**src/rtl/reverse_arbiter.sv**
```systemverilog
// Two-requester round-robin arbiter with a one-entry output slot.
// The granted request vector is bit-reversed into the slot.
// A running count of drained results is kept in done_count.
module reverse_arbiter #(
    parameter int WIDTH = 8,
    parameter int CNT_W = 16
) (
    input  logic             clk,
    input  logic             rst_n,
    input  logic             req0_valid,
    input  logic [WIDTH-1:0] req0_data,
    output logic             req0_ready,
    input  logic             req1_valid,
    input  logic [WIDTH-1:0] req1_data,
    output logic             req1_ready,
    output logic             out_valid,
    output logic [WIDTH-1:0] out_data,
    output logic             out_id,
    input  logic             out_ready,
    output logic [CNT_W-1:0] done_count
);

    typedef enum logic {EMPTY = 1'b0, FULL = 1'b1} state_t;

    state_t           state, state_next;
    logic             last_grant;
    logic             grant;
    logic             grant_valid;
    logic             load_en;
    logic             req_xfer;
    logic             out_xfer;
    logic [WIDTH-1:0] sel_data;
    logic [WIDTH-1:0] rev_data;

    assign out_valid = (state == FULL);

    // The slot can take a new vector when it is empty or draining this cycle.
    assign load_en  = !out_valid || out_ready;
    assign out_xfer = out_valid && out_ready;

    // Round-robin pick: a lone requester wins; on contention the one not granted last wins.
    always_comb begin
        grant_valid = req0_valid || req1_valid;
        grant       = 1'b0;
        if (req0_valid && req1_valid)
            grant = ~last_grant;
        else if (req1_valid)
            grant = 1'b1;
    end

    // Readys are held low during reset so nothing is accepted while rst_n=0.
    assign req0_ready = rst_n && load_en && grant_valid && !grant;
    assign req1_ready = rst_n && load_en && grant_valid &&  grant;
    assign req_xfer   = req0_ready || req1_ready;

    assign sel_data = grant ? req1_data : req0_data;

    genvar i;
    generate
        for (i = 0; i < WIDTH; i++) begin : g_rev
            assign rev_data[i] = sel_data[WIDTH-1-i];
        end
    endgenerate

    // Slot occupancy state register.
    always_ff @(posedge clk) begin
        if (!rst_n)
            state <= EMPTY;
        else
            state <= state_next;
    end

    // Fill on accept; empty only when drained with no refill in the same cycle.
    always_comb begin
        state_next = state;
        case (state)
            EMPTY: if (req_xfer)              state_next = FULL;
            FULL:  if (out_xfer && !req_xfer) state_next = EMPTY;
            default:                          state_next = EMPTY;
        endcase
    end

    // Result slot and arbitration history; last_grant=1 lets requester 0 win first.
    always_ff @(posedge clk) begin
        if (!rst_n) begin
            out_data   <= '0;
            out_id     <= 1'b0;
            last_grant <= 1'b1;
        end else if (req_xfer) begin
            out_data   <= rev_data;
            out_id     <= grant;
            last_grant <= grant;
        end
    end

    // Completed output transfers, wrapping naturally at the counter width.
    always_ff @(posedge clk) begin
        if (!rst_n)
            done_count <= '0;
        else if (out_xfer)
            done_count <= done_count + CNT_W'(1);
    end

endmodule

```
**config.mk**
```make
export PLATFORM = sky130hd
export DESIGN_NAME = reverse_arbiter
export DESIGN_NICKNAME = d
export VERILOG_FILES = /design/src/rtl/reverse_arbiter.sv
export SDC_FILE = /design/constraint.sdc
export NUM_CORES = 1
export LEC_CHECK = 0
export CAP_MARGIN = 20
export CORE_UTILIZATION = 35
export CTS_CLUSTER_SIZE = 40
export DETAILED_ROUTE_END_ITERATION = 10
export PLACE_DENSITY = 0.71
export SLEW_MARGIN = 20
export SYNTH_ARGS = -nofsm -noshare
export SYNTH_HDL_FRONTEND = slang
export SYNTH_SLANG_ARGS = --single-unit
```
**constraint.sdc**
```tcl
create_clock -name clk -period 1.5 [get_ports clk]
set_input_delay 0.45 -clock clk [delete_from_list [all_inputs] [get_ports clk]]
set_output_delay 0.45 -clock clk [all_outputs]
set_load 0.02 [all_outputs]
```
==> impl_metrics.ini <==
[clock_network]
cts_tree = built
clock_latency_ns = 0.33
cts-buffers-inserted = 3
ctsHoldBuffers = 0
h-tree-depth = 1
cts_root_buf = clkbuf_4
clock_sink_count = 27
clk_path_buf_depth = 2
clkTransAtPathRegs_ns = 0.14

[grt]
antenna_found_initial = 0
grt_pass1_wl_um = 5030
grt_usage = 0.191
grt_pass1_vias = 1198
grt-ovfl-total = 0
grt_max_degree = 15

[critical_path]
critPathCaptureType = primary output
critPathLaunchType = register
critical_path_required_ns = 1.05
crit_slowest_cell = dfxtp_2
critPathKind = register to primary output
cpPeakStageDelay_ns = 0.34
cp.arrival_ns = 1.23
cp_cell_sequence = or2b_1 -> o2111a_1 -> buf_6
cp_max_fo = 3
r2r_cells = 5

[timing]
fmaxAchievable_mhz = 595
finalHoldViolCount = 0
setup_ws_ns = -0.182
slew_violations = 0
rsz0062_at_grt = yes
finalCritPeriodShare = 1.12
worst_clock_skew_ns = 0.00125
max_slew_margin = 0.731
setup_viol = 2
post-route-min-period_ns = 1.68
whs_ns = 0.493
tightest_slew_ns = 0.398

[yosys]
synth.cell_area_mm2 = 0.00115
syn_nets = 150
syn_inst = 128
synthArstFlopShare = 0
synth_flop_cell = dfxtp_1
ys_seq_area_frac = 0.468
synth_seq_cells = 27
yosys_warnings = 0
ys_types = 31
synth_area_per_cell_um2 = 9.02
synth-edff-count = 0

[status]
status = finished with violations
violations = setup timing

[die]
dieWidth_um = 59.4
floorplan.initialDensity = 0.372
core_mm2 = 0.00310
pin_count = 49
dieArea_mm2 = 0.00353
rows = 20
die_h_um = 59.4

[routing]
drtPass1Iterations = 4
wirelength_um = 3360
drtAntennaViolNets = 0
wl_per_cell_um = 13.4
vias = 1250
vias_per_cell = 5.00
first_iter_violations = 103
drc = 0

[cells_and_area]
mostFrequentLayoutCells = buf_4 (29), nor2_1 (18), clkbuf_2 (17), clkdlybuf4s50_1 (16), dfxtp_1 (14)
diodes = 0
final_common_cell = buf_4
area_growth_pct = 66.1
drive_gt1_frac = 0.403
design_area_mm2 = 0.00192
nets = 229
stdcell_count = 250

[power]
leakagePower_nw = 0.800
p_sw_frac = 0.258
ir_drop_uv = 356
p_int_w = 0.000973
power.density_mw_per_mm2 = 683
switching_power_w = 0.000338
p_comb_frac = 0.182
clkPwrFrac = 0.241
finalPower_w = 0.00131
power.share.sequential = 0.577

[min_path]
hp-class = register to register
hold_depth = 2

[placed_design]
dpl.hpwl_um = 2470
io_buffers = 48
place_inst = 242
place_area_mm2 = 0.00190
place_congestion = 0.809

[run]
maxCapViolations = 0
==> power groups by stage <==
stage	Clock (W)	Combinational, W	Sequential (W)
global route	0.000381	0.000252	0.000760
CTS	0.000330	0.000232	0.000756
finish	0.000316	0.000239	0.000756
floorplan	0	0.0000721	0.000798
global placement	0	0.000240	0.000771
detailed placement	0	0.000246	0.000772
==> cells in the mapped netlist (2+ instances only) <==
| library cell | instances | area (µm²) |
|---|---|---|
| nand2_1 | 9 | 33.8 |
| xor2_1 | 4 | 35.0 |
| o21ai_0 | 4 | 20.0 |
| inv_1 | 5 | 18.8 |
| nand3_1 | 6 | 30.0 |
| nor3_1 | 3 | 15.0 |
| a21oi_1 | 7 | 35.0 |
| xnor2_1 | 5 | 43.8 |
| dfxtp_1 | 27 | 541 |
| clkbuf_1 | 4 | 15.0 |
| or3_1 | 2 | 12.5 |
| a222oi_1 | 8 | 80.1 |
| mux2i_1 | 2 | 20.0 |
| nor2_1 | 19 | 71.3 |
| nand2b_1 | 2 | 12.5 |
| nand4_1 | 4 | 25.0 |
| and4_1 | 3 | 26.3 |
==> cell families (layout without fill, tap and decap cells) <==
family / count (synthesis) / in the layout / synth area share
adder cells (fa/ha/maj): 1 / 1 / 0.0108
buffers and inverters: 10 / 88 / 0.0336
AND/OR/NAND/NOR: 56 / 56 / 0.254
multiplexers: 2 / 2 / 0.0173
XOR/XNOR: 9 / 9 / 0.0683
flip-flops: 27 / 27 / 0.468
AO/OA/AOI/OAI: 23 / 23 / 0.148
==> final timing paths <==
path	startpoint	end	slack, ns
worst min register to register	done_count[15]	done_count[15]	0.49
worst max register to register	out_valid	out_data[4]	0.04
worst max-delay path	out_valid	req0_ready	-0.18
worst min-delay path	done_count[15]	done_count[15]	0.49
==> registers in the layout, summed over array words and instances (netlist names) <==
register / flops
out_valid: 1
out_data: 8
out_id: 1
done_count: 16
last_grant: 1
==> metrics by stage <==
step                      setup TNS (ns)  setup WS (ns)  utilization
after floorplan                        0        0.00203            -
after detailed placement          -12.49         -0.879        0.612
after global placement            -11.98         -0.873        0.612
after CTS                         -0.365         -0.194        0.621
final                             -0.344         -0.182        0.618
after global routing              -0.575         -0.256        0.618
==> repair_timing <==
item	4_1_cts	5_1_grt
setup endpoints to repair	46	40
resized for setup	61	49
setup buffers	2	3
pin swaps	0	9
==> worst max-delay path, delay by kind of cell (launching register included) <==
| kind | cells | cell delay, ns |
|---|---|---|
| buf+inv | 1 | 0.15 |
| simple gates | 1 | 0.25 |
| compound gates | 1 | 0.16 |
| flops | 1 | 0.34 |
==> layer usage <==
| layer | share of wire | track usage | vias up |
|---|---|---|---|
| li1 | - | - | 627 |
| met5 | 0 | 0 | - |
| met1 | 0.43 | 0.224 | 587 |
| met2 | 0.52 | 0.326 | 29 |
| met3 | 0.030 | 0.0371 | 7 |
| met4 | 0.023 | 0.105 | 0 |
==> cell type report <==
cell class / instances / area, µm²
clock buffer: 4 / 26.3
fill: 304 / 1180
inverter: 5 / 18.8
multi-input combinational: 91 / 622
sequential: 27 / 559
tap: 44 / 55.1
timing repair buffer: 79 / 637
(Power assumes the default switching activity.)
